**src/rtl/spi_cmd_pkg.sv**
```systemverilog
// spi_cmd_pkg: shared widths, frame field offsets, NeuralLink command codes
// and the frame-engine state encoding for the SPI command master.
package spi_cmd_pkg;

    localparam int SPI_CODE_LEN_DEF = 6;
    localparam int SPI_ADDR_LEN_DEF = 10;
    localparam int SPI_DATA_LEN_DEF = 16;
    localparam int LEN_SPI_DEF      = SPI_CODE_LEN_DEF + SPI_ADDR_LEN_DEF + SPI_DATA_LEN_DEF;

    localparam int DATA_OFS = 0;
    localparam int ADDR_OFS = SPI_DATA_LEN_DEF;
    localparam int CODE_OFS = SPI_DATA_LEN_DEF + SPI_ADDR_LEN_DEF;

    localparam logic [SPI_CODE_LEN_DEF-1:0] CMD_READ_STIM = 6'd3;
    localparam logic [SPI_CODE_LEN_DEF-1:0] CMD_WRITE_REC = 6'd4;
    localparam logic [SPI_CODE_LEN_DEF-1:0] CMD_CB_OK_LOW = 6'd18;
    localparam logic [SPI_CODE_LEN_DEF-1:0] CMD_READ_ADC  = 6'd19;
    localparam logic [SPI_CODE_LEN_DEF-1:0] CMD_CODE_MAX  = 6'd24;

    typedef enum logic [2:0] {
        ST_IDLE,
        ST_SETUP,
        ST_LOW,
        ST_HIGH,
        ST_TAIL,
        ST_GAP
    } state_t;

    // Packs a frame with CODE in the MSBs and DATA in the LSBs.
    function automatic logic [LEN_SPI_DEF-1:0] make_frame(
        input logic [SPI_CODE_LEN_DEF-1:0] code,
        input logic [SPI_ADDR_LEN_DEF-1:0] addr,
        input logic [SPI_DATA_LEN_DEF-1:0] data
    );
        return {code, addr, data};
    endfunction

endpackage

```
**src/rtl/spi_cmd_if.sv**
```systemverilog
// spi_cmd_if: command push / response bus between the host sequencer and
// the SPI command master.
interface spi_cmd_if
    import spi_cmd_pkg::*;
#(
    parameter int LEN_SPI = LEN_SPI_DEF,
    parameter int NUM_CS  = 1
);
    localparam int CSW = (NUM_CS > 1) ? $clog2(NUM_CS) : 1;
    localparam int PBW = $clog2(LEN_SPI);

    logic               cmd_valid;
    logic               cmd_ready;
    logic [LEN_SPI-1:0] cmd_frame;
    logic [CSW-1:0]     cmd_cs_sel;
    logic               cmd_poll;
    logic [PBW-1:0]     cmd_poll_bit;
    logic               rsp_valid;
    logic [LEN_SPI-1:0] rsp_frame;
    logic               rsp_timeout;
    logic               busy;

    modport master (
        output cmd_valid, cmd_frame, cmd_cs_sel, cmd_poll, cmd_poll_bit,
        input  cmd_ready, rsp_valid, rsp_frame, rsp_timeout, busy
    );

    modport slave (
        input  cmd_valid, cmd_frame, cmd_cs_sel, cmd_poll, cmd_poll_bit,
        output cmd_ready, rsp_valid, rsp_frame, rsp_timeout, busy
    );

endinterface

```
**src/rtl/spi_cmd_fifo.sv**
```systemverilog
// spi_cmd_fifo: small synchronous FIFO with show-ahead read data. Pointers
// carry one extra wrap bit so full and empty are told apart without a count.
module spi_cmd_fifo
    import spi_cmd_pkg::*;
#(
    parameter int WIDTH = 8,
    parameter int DEPTH = 4
) (
    input  logic             clk,
    input  logic             rst,
    input  logic             push,
    input  logic             pop,
    input  logic [WIDTH-1:0] din,
    output logic [WIDTH-1:0] dout,
    output logic             full,
    output logic             empty
);
    localparam int AW = $clog2(DEPTH);

    logic [WIDTH-1:0] mem [DEPTH];
    logic [AW:0]      wr_ptr;
    logic [AW:0]      rd_ptr;
    logic             do_push;
    logic             do_pop;

    assign empty   = (wr_ptr == rd_ptr);
    assign full    = (wr_ptr[AW] != rd_ptr[AW]) && (wr_ptr[AW-1:0] == rd_ptr[AW-1:0]);
    assign do_push = push && !full;
    assign do_pop  = pop && !empty;
    assign dout    = mem[rd_ptr[AW-1:0]];

    // Advance the pointers; a push while full is dropped even if a pop happens too.
    always_ff @(posedge clk or posedge rst) begin
        if (rst) begin
            wr_ptr <= '0;
            rd_ptr <= '0;
        end else begin
            if (do_push) wr_ptr <= wr_ptr + 1'b1;
            if (do_pop)  rd_ptr <= rd_ptr + 1'b1;
        end
    end

    // Storage array needs no reset; empty flag masks stale contents.
    always_ff @(posedge clk) begin
        if (do_push) mem[wr_ptr[AW-1:0]] <= din;
    end

endmodule

```
**src/rtl/spi_cmd_master.sv**
```systemverilog
// spi_cmd_master: shifts queued {CMD, ADDR, DATA} frames out LSB first with
// a divided SCK (idle high), captures MISO on each falling edge, and can
// re-issue a frame until a selected response bit reads back as 1.
module spi_cmd_master
    import spi_cmd_pkg::*;
#(
    parameter int SPI_CODE_LEN = SPI_CODE_LEN_DEF,
    parameter int SPI_ADDR_LEN = SPI_ADDR_LEN_DEF,
    parameter int SPI_DATA_LEN = SPI_DATA_LEN_DEF,
    parameter int LEN_SPI      = SPI_CODE_LEN + SPI_ADDR_LEN + SPI_DATA_LEN,
    parameter int CLK_DIV      = 5,
    parameter int NUM_CS       = 1,
    parameter int FIFO_DEPTH   = 4,
    parameter int POLL_MAX     = 255
) (
    input  logic              clk_50M,
    input  logic              rst,
    spi_cmd_if.slave          bus,
    output logic              sck,
    output logic              mosi,
    input  logic              miso,
    output logic [NUM_CS-1:0] cs_n
);
    localparam int CSW  = (NUM_CS > 1) ? $clog2(NUM_CS) : 1;
    localparam int PBW  = $clog2(LEN_SPI);
    localparam int DIVW = $clog2(CLK_DIV);
    localparam int ATW  = $clog2(POLL_MAX + 1);
    localparam int FW   = LEN_SPI + CSW + 1 + PBW;

    state_t             state;
    state_t             state_next;
    logic               fifo_full;
    logic               fifo_empty;
    logic               pop;
    logic [FW-1:0]      fifo_din;
    logic [FW-1:0]      fifo_dout;
    logic [LEN_SPI-1:0] work_frame;
    logic [LEN_SPI-1:0] tx;
    logic [LEN_SPI-1:0] rx;
    logic [LEN_SPI-1:0] rsp_frame;
    logic [CSW-1:0]     work_sel;
    logic               work_poll;
    logic [PBW-1:0]     work_bit;
    logic [PBW-1:0]     bit_idx;
    logic [DIVW-1:0]    div_cnt;
    logic [ATW-1:0]     attempts;
    logic [ATW-1:0]     attempts_inc;
    logic               retry;
    logic               rsp_valid;
    logic               rsp_timeout;
    logic               phase_end;
    logic               last_bit;
    logic               poll_hit;
    logic               poll_limit;
    logic               frame_done;
    logic [NUM_CS-1:0]  sel_mask;

    assign fifo_din      = {bus.cmd_frame, bus.cmd_cs_sel, bus.cmd_poll, bus.cmd_poll_bit};
    assign pop           = (state == ST_IDLE) && !fifo_empty;
    assign bus.cmd_ready = !fifo_full;
    assign bus.busy      = (state != ST_IDLE) || !fifo_empty;
    assign bus.rsp_valid   = rsp_valid;
    assign bus.rsp_frame   = rsp_frame;
    assign bus.rsp_timeout = rsp_timeout;

    assign phase_end    = (div_cnt == DIVW'(CLK_DIV - 1));
    assign last_bit     = (bit_idx == PBW'(LEN_SPI - 1));
    assign attempts_inc = (attempts == ATW'(POLL_MAX)) ? attempts : attempts + 1'b1;
    assign poll_hit     = rx[work_bit];
    assign poll_limit   = (attempts_inc == ATW'(POLL_MAX));
    assign frame_done   = !work_poll || poll_hit || poll_limit;

    spi_cmd_fifo #(
        .WIDTH (FW),
        .DEPTH (FIFO_DEPTH)
    ) u_fifo (
        .clk   (clk_50M),
        .rst   (rst),
        .push  (bus.cmd_valid),
        .pop   (pop),
        .din   (fifo_din),
        .dout  (fifo_dout),
        .full  (fifo_full),
        .empty (fifo_empty)
    );

    // State register; reset returns the engine to IDLE mid-frame.
    always_ff @(posedge clk_50M or posedge rst) begin
        if (rst) state <= ST_IDLE;
        else     state <= state_next;
    end

    // Phase sequencing: every timed phase lasts CLK_DIV cycles.
    always_comb begin
        state_next = state;
        case (state)
            ST_IDLE:  if (!fifo_empty) state_next = ST_SETUP;
            ST_SETUP: if (phase_end) state_next = ST_LOW;
            ST_LOW:   if (phase_end) state_next = ST_HIGH;
            ST_HIGH:  if (phase_end) state_next = last_bit ? ST_TAIL : ST_LOW;
            ST_TAIL:  if (phase_end) state_next = ST_GAP;
            ST_GAP:   if (phase_end) state_next = retry ? ST_SETUP : ST_IDLE;
            default:  state_next = ST_IDLE;
        endcase
    end

    // Decode the working chip-select index; out-of-range selects no line.
    always_comb begin
        sel_mask = '1;
        for (int k = 0; k < NUM_CS; k++) begin
            if (work_sel == CSW'(k)) sel_mask[k] = 1'b0;
        end
    end

    // Pin drive from state so reset idles the pins without waiting for a clock.
    always_comb begin
        sck  = 1'b1;
        mosi = 1'b0;
        cs_n = '1;
        case (state)
            ST_SETUP: begin
                mosi = work_frame[0];
                cs_n = sel_mask;
            end
            ST_LOW: begin
                sck  = 1'b0;
                mosi = tx[0];
                cs_n = sel_mask;
            end
            ST_HIGH: begin
                mosi = tx[0];
                cs_n = sel_mask;
            end
            ST_TAIL: cs_n = sel_mask;
            default: ;
        endcase
    end

    // Working registers, shift/capture datapath, attempt count and response.
    always_ff @(posedge clk_50M or posedge rst) begin
        if (rst) begin
            work_frame  <= '0;
            work_sel    <= '0;
            work_poll   <= 1'b0;
            work_bit    <= '0;
            tx          <= '0;
            rx          <= '0;
            bit_idx     <= '0;
            div_cnt     <= '0;
            attempts    <= '0;
            retry       <= 1'b0;
            rsp_valid   <= 1'b0;
            rsp_frame   <= '0;
            rsp_timeout <= 1'b0;
        end else begin
            rsp_valid <= 1'b0;
            div_cnt   <= (phase_end || state == ST_IDLE) ? '0 : div_cnt + 1'b1;
            case (state)
                ST_IDLE: begin
                    if (!fifo_empty) begin
                        {work_frame, work_sel, work_poll, work_bit} <= fifo_dout;
                        attempts <= '0;
                        retry    <= 1'b0;
                    end
                end
                ST_SETUP: begin
                    if (phase_end) begin
                        tx      <= work_frame;
                        bit_idx <= '0;
                    end
                end
                ST_LOW: begin
                    if (div_cnt == '0) rx[bit_idx] <= miso;
                    if (phase_end)     tx <= tx >> 1;
                end
                ST_HIGH: begin
                    if (phase_end && !last_bit) bit_idx <= bit_idx + 1'b1;
                end
                ST_TAIL: begin
                    if (phase_end) begin
                        attempts <= attempts_inc;
                        retry    <= !frame_done;
                        if (frame_done) begin
                            rsp_valid   <= 1'b1;
                            rsp_frame   <= rx;
                            rsp_timeout <= work_poll && !poll_hit;
                        end
                    end
                end
                default: ;
            endcase
        end
    end

endmodule

```
**src/flat_wrapper.sv**
```systemverilog
// flat-port wrapper written by rule: the top's interface ports become plain ports
module spi_cmd_master_flat import spi_cmd_pkg::*;
#(
    parameter int SPI_CODE_LEN = SPI_CODE_LEN_DEF,
    parameter int SPI_ADDR_LEN = SPI_ADDR_LEN_DEF,
    parameter int SPI_DATA_LEN = SPI_DATA_LEN_DEF,
    parameter int LEN_SPI      = SPI_CODE_LEN + SPI_ADDR_LEN + SPI_DATA_LEN,
    parameter int CLK_DIV      = 5,
    parameter int NUM_CS       = 1,
    parameter int FIFO_DEPTH   = 4,
    parameter int POLL_MAX     = 255
)
  (clk_50M, rst, sck, mosi, miso, cs_n, bus_cmd_valid, bus_cmd_frame, bus_cmd_cs_sel, bus_cmd_poll, bus_cmd_poll_bit, bus_cmd_ready, bus_rsp_valid, bus_rsp_frame, bus_rsp_timeout, bus_busy);
  spi_cmd_if #(.LEN_SPI(LEN_SPI), .NUM_CS(NUM_CS)) bus_i ();
  input  logic clk_50M;
  input  logic rst;
  output logic sck;
  output logic mosi;
  input  logic miso;
  output logic [NUM_CS-1:0] cs_n;
  input wire logic [$bits(bus_i.cmd_valid)-1:0] bus_cmd_valid;
  input wire logic [$bits(bus_i.cmd_frame)-1:0] bus_cmd_frame;
  input wire logic [$bits(bus_i.cmd_cs_sel)-1:0] bus_cmd_cs_sel;
  input wire logic [$bits(bus_i.cmd_poll)-1:0] bus_cmd_poll;
  input wire logic [$bits(bus_i.cmd_poll_bit)-1:0] bus_cmd_poll_bit;
  output wire logic [$bits(bus_i.cmd_ready)-1:0] bus_cmd_ready;
  output wire logic [$bits(bus_i.rsp_valid)-1:0] bus_rsp_valid;
  output wire logic [$bits(bus_i.rsp_frame)-1:0] bus_rsp_frame;
  output wire logic [$bits(bus_i.rsp_timeout)-1:0] bus_rsp_timeout;
  output wire logic [$bits(bus_i.busy)-1:0] bus_busy;
  assign bus_i.cmd_valid = bus_cmd_valid;
  assign bus_i.cmd_frame = bus_cmd_frame;
  assign bus_i.cmd_cs_sel = bus_cmd_cs_sel;
  assign bus_i.cmd_poll = bus_cmd_poll;
  assign bus_i.cmd_poll_bit = bus_cmd_poll_bit;
  assign bus_cmd_ready = bus_i.cmd_ready;
  assign bus_rsp_valid = bus_i.rsp_valid;
  assign bus_rsp_frame = bus_i.rsp_frame;
  assign bus_rsp_timeout = bus_i.rsp_timeout;
  assign bus_busy = bus_i.busy;
  spi_cmd_master #(.SPI_CODE_LEN(SPI_CODE_LEN), .SPI_ADDR_LEN(SPI_ADDR_LEN), .SPI_DATA_LEN(SPI_DATA_LEN), .LEN_SPI(LEN_SPI), .CLK_DIV(CLK_DIV), .NUM_CS(NUM_CS), .FIFO_DEPTH(FIFO_DEPTH), .POLL_MAX(POLL_MAX)) u_core (.clk_50M(clk_50M), .rst(rst), .bus(bus_i), .sck(sck), .mosi(mosi), .miso(miso), .cs_n(cs_n));
endmodule
```
**config.mk**
```make
export PLATFORM = sky130hd
export DESIGN_NAME = spi_cmd_master_flat
export DESIGN_NICKNAME = d
export VERILOG_FILES = /design/src/rtl/spi_cmd_pkg.sv /design/src/rtl/spi_cmd_if.sv /design/src/rtl/spi_cmd_fifo.sv /design/src/rtl/spi_cmd_master.sv /design/src/flat_wrapper.sv
export SDC_FILE = /design/constraint.sdc
export NUM_CORES = 1
export LEC_CHECK = 0
export CAP_MARGIN = 10
export CORE_ASPECT_RATIO = 1.2
export CORE_UTILIZATION = 45
export CTS_BUF_LIST = sky130_fd_sc_hd__clkbuf_4 sky130_fd_sc_hd__clkbuf_8 sky130_fd_sc_hd__clkbuf_16
export CTS_CLUSTER_SIZE = 8
export DETAILED_ROUTE_END_ITERATION = 12
export PLACE_DENSITY = 0.7
export SLEW_MARGIN = 10
export SYNTH_ARGS = -nofsm -noshare
export SYNTH_HDL_FRONTEND = slang
export SYNTH_SLANG_ARGS = --single-unit
```
**constraint.sdc**
```tcl
create_clock -name clk_50M -period 5.3 [get_ports clk_50M]
set_input_delay 1.06 -clock clk_50M [delete_from_list [all_inputs] [get_ports clk_50M]]
set_output_delay 1.06 -clock clk_50M [all_outputs]
set_load 0.005 [all_outputs]
```
==> qor.yml, run 1 <==
clock_path_buffers: 3
worstPathRequired_ns: 4.24
rows: 68
hold_path_depth: 2
synth_async_sr_flop_share: 0.511
drt_pass1_iterations: 4
portBuffers: 81
whs_endpoint: "u_core.tx[17]"
stdcell_count: 1354
finalWorstSetupSlack_ns: 1.75
die_w_um: 159
cp_data_arrival_time_ns: 2.49
wire_per_inst_um: 17.7
crit_slowest_cell: "dfrtp_1"
ant_nets: 0
setup_tns_ns: 0
r2r_setup_slack_ns: 2.20
grt_pass1_vias: 7548
hold_class: "reg2reg"
rsz0062_at_grt: "no"
period_needed_ns: 3.55
antennaDiodeCount: 0
finish.utilization: 0.548
drt_drc_violations_left: 0
synth_edf_count: 156
cts_root_buffer: "clkbuf_16"
post_cts.repair.setup_buffers: 0
tightest_slew_ns: 1.11
r2r_cells: 7
vdd_ir_drop_max_mv: 0.241
drive_gt1_frac: 0.250
vias: 7078
fmax_ghz: 0.282
holdWs_ns: 0.480
place.gp.congestion: 0.798
cts_hold_buf: 0
area_growth_pct: 18.9
worst-path-max-fanout: 32
start_util: 0.461
worstSetupStartpointType: "flip-flop"
dieArea_um2: 30300
p_per_area_nw_per_um2: 386
antenna_found_initial: 0
status: "complete, no violations"
syn_area_per_cell_um2: 15.7
finalHoldViolCount: 0
end_kind: "output port"
die_y_um: 191
r2r_start: "u_core.work_bit[2]"
ys_types: 57
setup_viol: 0
grt_usage: 0.167
r2r-end: "u_core.bus.rsp_frame[8]"
insertion_delay_ns: 0.54
max_slew_margin: 0.258
slew_violations: 0
synth-seq-cells: 319
post_drt_via_cell_ratio: 5.23
synth_top_area_frac: 0.351
worstPathCellList: "nor3b_4, buf_4, inv_2, clkdlybuf4s50_1"
synth_top_cell_by_area: "edfxtp_1"
drt_first_iter_violations: 488
skew_ns: 0.0182
place_inst: 1277
synthTopCellsByArea: "edfxtp_1, dfrtp_1, mux4_2, mux2_2, mux2i_1"
netlist_instances: 850
core_um2: 28900
ios: 82
cts.clk_slew.worst_paths_ns: 0.05
maxCapViolations: 0
drt-total-wl_mm: 23.9
post-place-ws_ns: 2.18
numClockSinks: 319
grt_max_degree: 164
min_period_over_period: 0.669
nFillCells: 2335
dp_hpwl_mm: 14.2
yosysSeqAreaShare: 0.657
syn_area_um2: 13300
critical_path.startpoint: "u_core.state[1]"
grt_remaining_overflow: 0
cts_resized: 0
multi_input_area_um2: 4280
synth_flop_cell: "dfrtp_1"
syn_nets: 906
htreeDepth: 2
grt_pass1_wl_mm: 39.9
leakage_nw: 6.33
cp_slowest_stage_delay_ns: 0.59
path_class: "reg2out"
final_nets: 995
regArea_um2: 8760
tritoncts: "done"
hold_start: "u_core.tx[17]"
yosysWarnings: 0
numCtsBuffers: 45
logic make-up after synthesis:
| group | share of synthesized area |
|---|---|
| AOI/OAI and AO/OA | 0.0361 |
| buffers and inverters | 0.0238 |
| DFF | 0.657 |
| muxes | 0.200 |
| adders and majority gates | 0.0129 |
| xor gates and xnor gates | 0.00525 |
| and+or+nand+nor | 0.0647 |
cell type report:
cell class | instances | share of cell area
clock inverter | 3 | 0.00418
clock buffer | 74 | 0.0847
multi-input combinational | 472 | 0.270
tap | 385 | 0.0304
sequential | 319 | 0.552
timing repair buffer | 89 | 0.0557
inverter | 12 | 0.00308
worst max-delay path by stage:
stage | endpoint | depth (start not counted) | slack, ns
final | sck | 4 | 1.75
after floorplan | u_core.attempts[0] | 1 | 2.17
after global placement | u_core.bus.rsp_frame[2] | 7 | 2.29
after global routing | sck | 4 | 1.59
after CTS | sck | 4 | 1.71
after detailed placement | u_core.bus.rsp_frame[5] | 7 | 2.18
sequential cells by signal (all words and copies together) (netlist names), 3 cells and up:
signal,flops
u_core.attempts,8
u_core.bit_idx,5
u_core.bus.rsp_frame,32
u_core.div_cnt,3
u_core.rx,32
u_core.state,3
u_core.tx,32
u_core.u_fifo.mem,156
u_core.u_fifo.rd_ptr,3
u_core.u_fifo.wr_ptr,3
u_core.work_bit,5
u_core.work_frame,32
through the flow:
step	instance area [um^2]	power (mW)
6_report	15900	6.12
5_1_grt	15900	6.36
4_1_cts	15900	6.21
3_5_place_dp	14500	3.43
3_3_place_gp	14500	3.40
2_1_floorplan	13300	3.24
Yosys cell counts, types with 5 or more instances:
cell type  number
nand2_1        89
and3_1         10
clkbuf_1       27
buf_2          11
edfxtp_1      156
mux2_1          6
nand2b_1        5
nand3_1        14
nor2_1         25
ha_1           13
inv_1          11
mux4_2         39
nor3_1          6
and2_1          6
o21ai_0        45
mux2_4         29
xor2_1          6
mux2_2         69
dfrtp_1       163
mux2i_1        51
a21oi_1         9
power by group:
part	leakage [nW]	switching [mW]	internal (mW)	total, mW
Clock	0.716	1.02	1.73	2.75
Sequential	3.45	0.0671	2.90	2.97
Combinational	2.17	0.254	0.149	0.402
Total	6.33	1.34	4.78	6.12
layer usage:
layer,GRT usage,up-vias,routed length (um)
met4,0.0562,0,539
met1,0.210,3550,10400
met3,0.0320,46,879
met2,0.289,138,12100
met5,0,-,0
li1,-,3344,-
worst max-delay path: cells and delay by family, from the launching register on:
| family | cells | cell delay, ns |
|---|---|---|
| DFF | 1 | 0.59 |
| and+or+nand+nor | 1 | 0.25 |
| buffers and inverters | 3 | 1.10 |
placed cells by master, fill, tap and decap left out, types with 39 or more instances in the layout:
master	instances
mux4_2	39
clkdlybuf4s50_1	81
o21ai_0	45
dfrtp_1	162
edfxtp_1	156
nand2_1	89
mux2i_1	51
mux2_2	69
clkbuf_16	45
No activity file was read; power rests on OpenSTA's default activity.
==> run 2: changes to the inputs <==
--- a/config.mk
+++ b/config.mk
@@ -11,7 +11,7 @@
 export CTS_BUF_LIST = sky130_fd_sc_hd__clkbuf_4 sky130_fd_sc_hd__clkbuf_8 sky130_fd_sc_hd__clkbuf_16
 export CTS_CLUSTER_SIZE = 8
 export DETAILED_ROUTE_END_ITERATION = 12
-export PLACE_DENSITY = 0.7
+export PLACE_DENSITY = 0.67
 export SLEW_MARGIN = 10
 export SYNTH_ARGS = -nofsm -noshare
 export SYNTH_HDL_FRONTEND = slang
==> constraint.sdc (replaced) <==
create_clock -name clk_50M -period 3.6 [get_ports clk_50M]
set_input_delay 0.72 -clock clk_50M [delete_from_list [all_inputs] [get_ports clk_50M]]
set_output_delay 0.72 -clock clk_50M [all_outputs]
set_load 0.005 [all_outputs]
==> run 2 against run 1 <==
Wire length increased by 2.6%. Via count increased by 0.58%. Non-clock buffer count increased by 8. First-iteration DRC count decreased by 30%. Flip-flop and latch count unchanged. Critical endpoint is now bus_busy. Worst setup slack got worse by 1.2 ns. Register-to-register slack got worse by 1.5 ns. Largest cell class unchanged. Final cell count increased by 0.44%. Hold slack improved by 0.0062 ns.
==> qor.yml, run 2 (same netlist as run 1, synthesis figures left out) <==
status: "complete, no violations"
place.gp.congestion: 0.824  # +3.3%
grt_pass1_wl_mm: 40.4  # +1.0%
setup_viol: 0  # unchanged
portBuffers: 81  # unchanged
largest_reg_flops: 156  # unchanged
finalHoldViolCount: 0  # unchanged
ios: 82  # unchanged
p_clk_frac: 0.442  # -0.007
seq_power_share: 0.484  # about the same
grt_usage: 0.170  # +0.00358
finalPower_mw: 9.00  # +47%
antenna_found_initial: 1  # +1
maxCapViolations: 0  # unchanged
max_slew_margin: 0.337  # +0.0786
die_y_um: 191  # unchanged
hold_class: "reg2reg"
numClockSinks: 319  # unchanged
tritoncts: "done"
setup_tns_ns: 0  # unchanged
ant_nets: 0  # unchanged
min_period_over_period: 0.857
fmax_ghz: 0.324
worst-path-max-fanout: 3  # -91%
final_common_cell: "dfrtp_1"
slew_violations: 0  # unchanged
clock_path_buffers: 3  # unchanged
rsz0062_at_grt: "no"
vias: 7119  # +0.58%
dpl-instance-area_um2: 14600  # +1.0%
area_growth_pct: 19.7
post-place-ws_ns: 0.629  # -1.55 ns
die_w_um: 159  # unchanged
tightest_slew_ns: 0.991  # -0.121 ns
grt_pass1_vias: 7575  # +0.36%
dp_hpwl_mm: 15.5  # +8.7%
core_um2: 28900  # unchanged
drt_drc_violations_left: 0  # unchanged
dieArea_um2: 30300  # unchanged
cts.clk_slew.worst_paths_ns: 0.05  # about the same
cts_resized: 0  # unchanged
grt_remaining_overflow: 0  # unchanged
worstSetupStartpointType: "flip-flop"
switching_share: 0.217  # -0.00120
path_class: "reg2out"
post_drt_via_cell_ratio: 5.23  # +0.14%
cts_hold_buf: 0  # unchanged
nFillCells: 2351  # +0.69%
drt-total-wl_mm: 24.5  # +2.6%
pwr-share-comb: 0.074  # +0.008
post_cts.repair.setup_buffers: 0  # unchanged
vdd_ir_drop_max_mv: 0.359  # +49%
final_nets: 1003  # +0.80%
finalWorstSetupSlack_ns: 0.516  # -1.24 ns
drive_gt1_frac: 0.254  # +0.00462
antennaDiodeCount: 0  # unchanged
leakage_nw: 6.38  # +0.77%
postLayoutCellArea_um2: 16000  # +0.65%
drt_pass1_iterations: 5  # +1
start_util: 0.461  # unchanged
cp_data_arrival_time_ns: 2.36  # -0.13 ns
drt_first_iter_violations: 344  # -30%
rows: 68  # unchanged
insertion_delay_ns: 0.53  # about the same
htreeDepth: 2  # unchanged
numCtsBuffers: 45  # unchanged
skew_ns: 0.0109  # -0.00733 ns
wire_per_inst_um: 18.0  # +2.1%
mostFrequentLayoutCells: "dfrtp_1, edfxtp_1, nand2_1"
end_kind: "output port"
p_per_area_nw_per_um2: 563  # +46%
intPower_mw: 7.04  # +47%
p_switching_mw: 1.95  # +46%
period_needed_ns: 3.08
cts_root_buffer: "clkbuf_16"
grt_max_degree: 60  # -63%
worstPathRequired_ns: 2.88  # -1.36 ns
## run 2: cell count changes in the layout (fill, tap and decap cells not counted)
cell | before | now
clkinv_8 | 1 | 0
buf_12 | 1 | 8
clkinv_16 | 1 | 0
clkbuf_4 | 29 | 27
buf_4 | 7 | 8
inv_6 | 0 | 2
## run 2: area by class of cell
cell class | instances | area [um^2] | share of cell area
clock buffers | 72 | 1330 | 0.0832
well taps | 385 | 482 | 0.0302
repair buffers | 97 | 1030 | 0.0646
flip-flops and latches | 319 | 8760 | 0.549
clock inverters | 3 | 37.5 | 0.00235
inverters | 12 | 48.8 | 0.00306
multi-input cells | 472 | 4280 | 0.268
## run 2: through the flow
step	instances	hold WS [ns]	utilization
after global routing	1360	0.508	0.552
after CTS	1360	0.483	0.552
final	1360	0.486	0.552
after detailed placement	1285	0.471	0.505
after floorplan	850	0.450	-
after global placement	1285	0.461	0.505
## run 2: layer usage
| metal | GRT usage | up-vias | part of all wire |
|---|---|---|---|
| li1 | - | 3360 | - |
| met1 | 0.209 | 3559 | 0.42 |
| met2 | 0.296 | 150 | 0.51 |
| met3 | 0.0346 | 50 | 0.044 |
| met4 | 0.0655 | 0 | 0.027 |
| met5 | 0 | - | 0 |
## run 2: power groups by stage
stage | combinational, mW | sequential, mW | clock (mW)
CTS | 0.690 | 4.36 | 4.10
floorplan | 0.372 | 4.40 | 0
detailed placement | 0.687 | 4.42 | 0
global placement | 0.673 | 4.41 | 0
finish | 0.664 | 4.36 | 3.98
global route | 0.731 | 4.38 | 4.24
## run 2: path summary, 6_finish.rpt
| path | startpoint | end | slack [ns] | cells after the start |
|---|---|---|---|---|
| min | u_core.tx[4] | u_core.tx[4] | 0.49 | 2 |
| max reg2reg | u_core.work_bit[2] | u_core.bus.rsp_frame[15] | 0.67 | 7 |
| min reg2reg | u_core.tx[4] | u_core.tx[4] | 0.49 | 2 |
| min in group asynchronous | rst | u_core.rx[5] | 0.60 | 2 |
| max | u_core.u_fifo.wr_ptr[2] | bus_busy | 0.52 | 4 |
| max in group asynchronous | rst | u_core.tx[8] | 2.26 | 3 |
## run 2: worst max-delay path, cell delays in order, from the launching register on
cell and delay (ns):
dfrtp_1 0.40, xor2_1 0.18, nor3_1 0.54, nand2_1 0.22, clkdlybuf4s50_1 0.50
==> run 3: changes to the inputs <==
--- a/config.mk
+++ b/config.mk
@@ -8,7 +8,7 @@
 export CAP_MARGIN = 10
 export CORE_ASPECT_RATIO = 1.2
 export CORE_UTILIZATION = 45
-export CTS_BUF_LIST = sky130_fd_sc_hd__clkbuf_4 sky130_fd_sc_hd__clkbuf_8 sky130_fd_sc_hd__clkbuf_16
+export CTS_BUF_LIST = sky130_fd_sc_hd__clkbuf_16
 export CTS_CLUSTER_SIZE = 8
 export DETAILED_ROUTE_END_ITERATION = 12
 export PLACE_DENSITY = 0.67
==> run 3 against run 2 <==
Register-to-register slack is essentially flat. Wire length shrank 0.12%. Clock power shrank 7.0%. Combinational power is essentially flat. Utilization shrank 0.35 points. Highest routed layer unchanged.
==> qor.yml, run 3 (same netlist as run 1, synthesis figures left out) <==
place_inst: 1285  # unchanged
skew_ns: 0.0111  # +0.000257 ns
end_kind: "output port"
min_period_over_period: 0.856  # about the same
drive_gt1_frac: 0.227  # -0.0277
cts_resized: 0  # unchanged
clock_path_buffers: 3  # unchanged
hold_start: "u_core.tx[1]"
drt_drc_violations_left: 0  # unchanged
post-place-ws_ns: 0.629  # unchanged
worstSetupStartpointType: "flip-flop"
grt_usage: 0.170  # -0.000582
rsz0062_at_grt: "no"
portBuffers: 81  # unchanged
cp_data_arrival_time_ns: 2.36  # about the same
maxCapViolations: 0  # unchanged
period_needed_ns: 3.08  # -0.00149 ns
setup_viol: 0  # unchanged
post_drt_via_cell_ratio: 5.26  # +0.44%
grt_remaining_overflow: 0  # unchanged
place.gp.congestion: 0.824  # unchanged
drt_pass1_iterations: 5  # unchanged
antennaDiodeCount: 0  # unchanged
vias: 7150  # +0.44%
antenna_found_initial: 1  # unchanged
drt_first_iter_violations: 319  # -7.3%
cts_hold_buf: 0  # unchanged
grt_max_degree: 60  # unchanged
fmax_ghz: 0.324  # about the same
area_growth_pct: 19.0
mostFrequentLayoutCells: "dfrtp_1, edfxtp_1, nand2_1"
regArea_um2: 8760  # unchanged
tightest_slew_ns: 0.999  # +0.00778 ns
postLayoutCellArea_um2: 15900  # -0.63%
numCtsBuffers: 45  # unchanged
finalPower_mw: 8.72  # -3.1%
slew_violations: 0  # unchanged
max_slew_margin: 0.332  # -0.00520
path_class: "reg2out"
die_w_um: 159  # unchanged
finalWorstSetupSlack_ns: 0.517  # +0.00149 ns
final_nets: 1003  # unchanged
holdWs_ns: 0.481  # -0.00459 ns
core_um2: 28900  # unchanged
dieArea_um2: 30300  # unchanged
final_common_cell: "dfrtp_1"
stdcell_count: 1360  # unchanged
dpl-instance-area_um2: 14600  # unchanged
post_cts.repair.setup_buffers: 0  # unchanged
die_y_um: 191  # unchanged
vdd_ir_drop_max_mv: 0.358  # -0.32%
worstPathRequired_ns: 2.88  # about the same
htreeDepth: 2  # unchanged
status: "complete, no violations"
r2r_start: "u_core.work_bit[2]"
nFillCells: 2362  # +0.47%
wire_per_inst_um: 18.0  # -0.12%
cts.clk_slew.worst_paths_ns: 0.05  # about the same
ios: 82  # unchanged
insertion_delay_ns: 0.53  # about the same
worst-path-max-fanout: 3  # unchanged
critical_path.startpoint: "u_core.u_fifo.wr_ptr[2]"
tritoncts: "done"
setup_tns_ns: 0  # unchanged
hold_class: "reg2reg"
multi_input_area_um2: 4280  # unchanged
cts_root_buffer: "clkbuf_16"
rows: 68  # unchanged
finalHoldViolCount: 0  # unchanged
largest_reg_flops: 156  # unchanged
leakage_nw: 6.40  # +0.31%
start_util: 0.461  # unchanged
ant_nets: 0  # unchanged
dp_hpwl_mm: 15.5  # unchanged
grt_pass1_wl_mm: 40.3  # -0.17%
grt_pass1_vias: 7548  # -0.36%
p_per_area_nw_per_um2: 549  # -2.5%
drt-total-wl_mm: 24.5  # -0.12%
finish.utilization: 0.548  # -0.00350
numClockSinks: 319  # unchanged
-- run 3: cell types whose count changed in the layout (fill, tap and decap cells not counted), sizes merged --
cell and delta:
clkbuf -27, inv +27
-- run 3: power by group --
part | switching [mW] | internal [mW] | leakage [nW] | total, mW
Sequential | 0.0982 | 4.26 | 3.45 | 4.36
Combinational | 0.395 | 0.268 | 2.24 | 0.663
Clock | 1.46 | 2.24 | 0.717 | 3.70
-- run 3: final timing paths --
path / slack, ns / cells after the start / to
min in group asynchronous: 0.60 / 2 / u_core.rx[5]
min reg2reg: 0.48 / 2 / u_core.tx[1]
max: 0.52 / 4 / bus_busy
max reg2reg: 0.66 / 7 / u_core.bus.rsp_frame[0]
max in group asynchronous: 2.26 / 3 / u_core.tx[8]
min: 0.48 / 2 / u_core.tx[1]
-- run 3: area by class of cell --
class | instances | share of cell area
Timing Repair Buffer | 97 | 0.0650
Multi-Input combinational cell | 472 | 0.269
Clock inverter | 30 | 0.00875
Sequential cell | 319 | 0.552
Tap cell | 385 | 0.0304
Inverter | 12 | 0.00308
Clock buffer | 45 | 0.0710
-- run 3: worst max-delay path, cell delays in order, from the launching register on --
cell and delay, ns:
dfrtp_1 0.40, xor2_1 0.18, nor3_1 0.54, nand2_1 0.22
clkdlybuf4s50_1 0.50
-- run 3: per-layer routing --
metal / track usage / vias up / wire length, um
met2: 0.295 / 144 / 12300
met1: 0.209 / 3601 / 10500
met4: 0.0640 / 0 / 689
met3: 0.0352 / 49 / 971
met5: 0 / - / 0
li1: - / 3356 / -
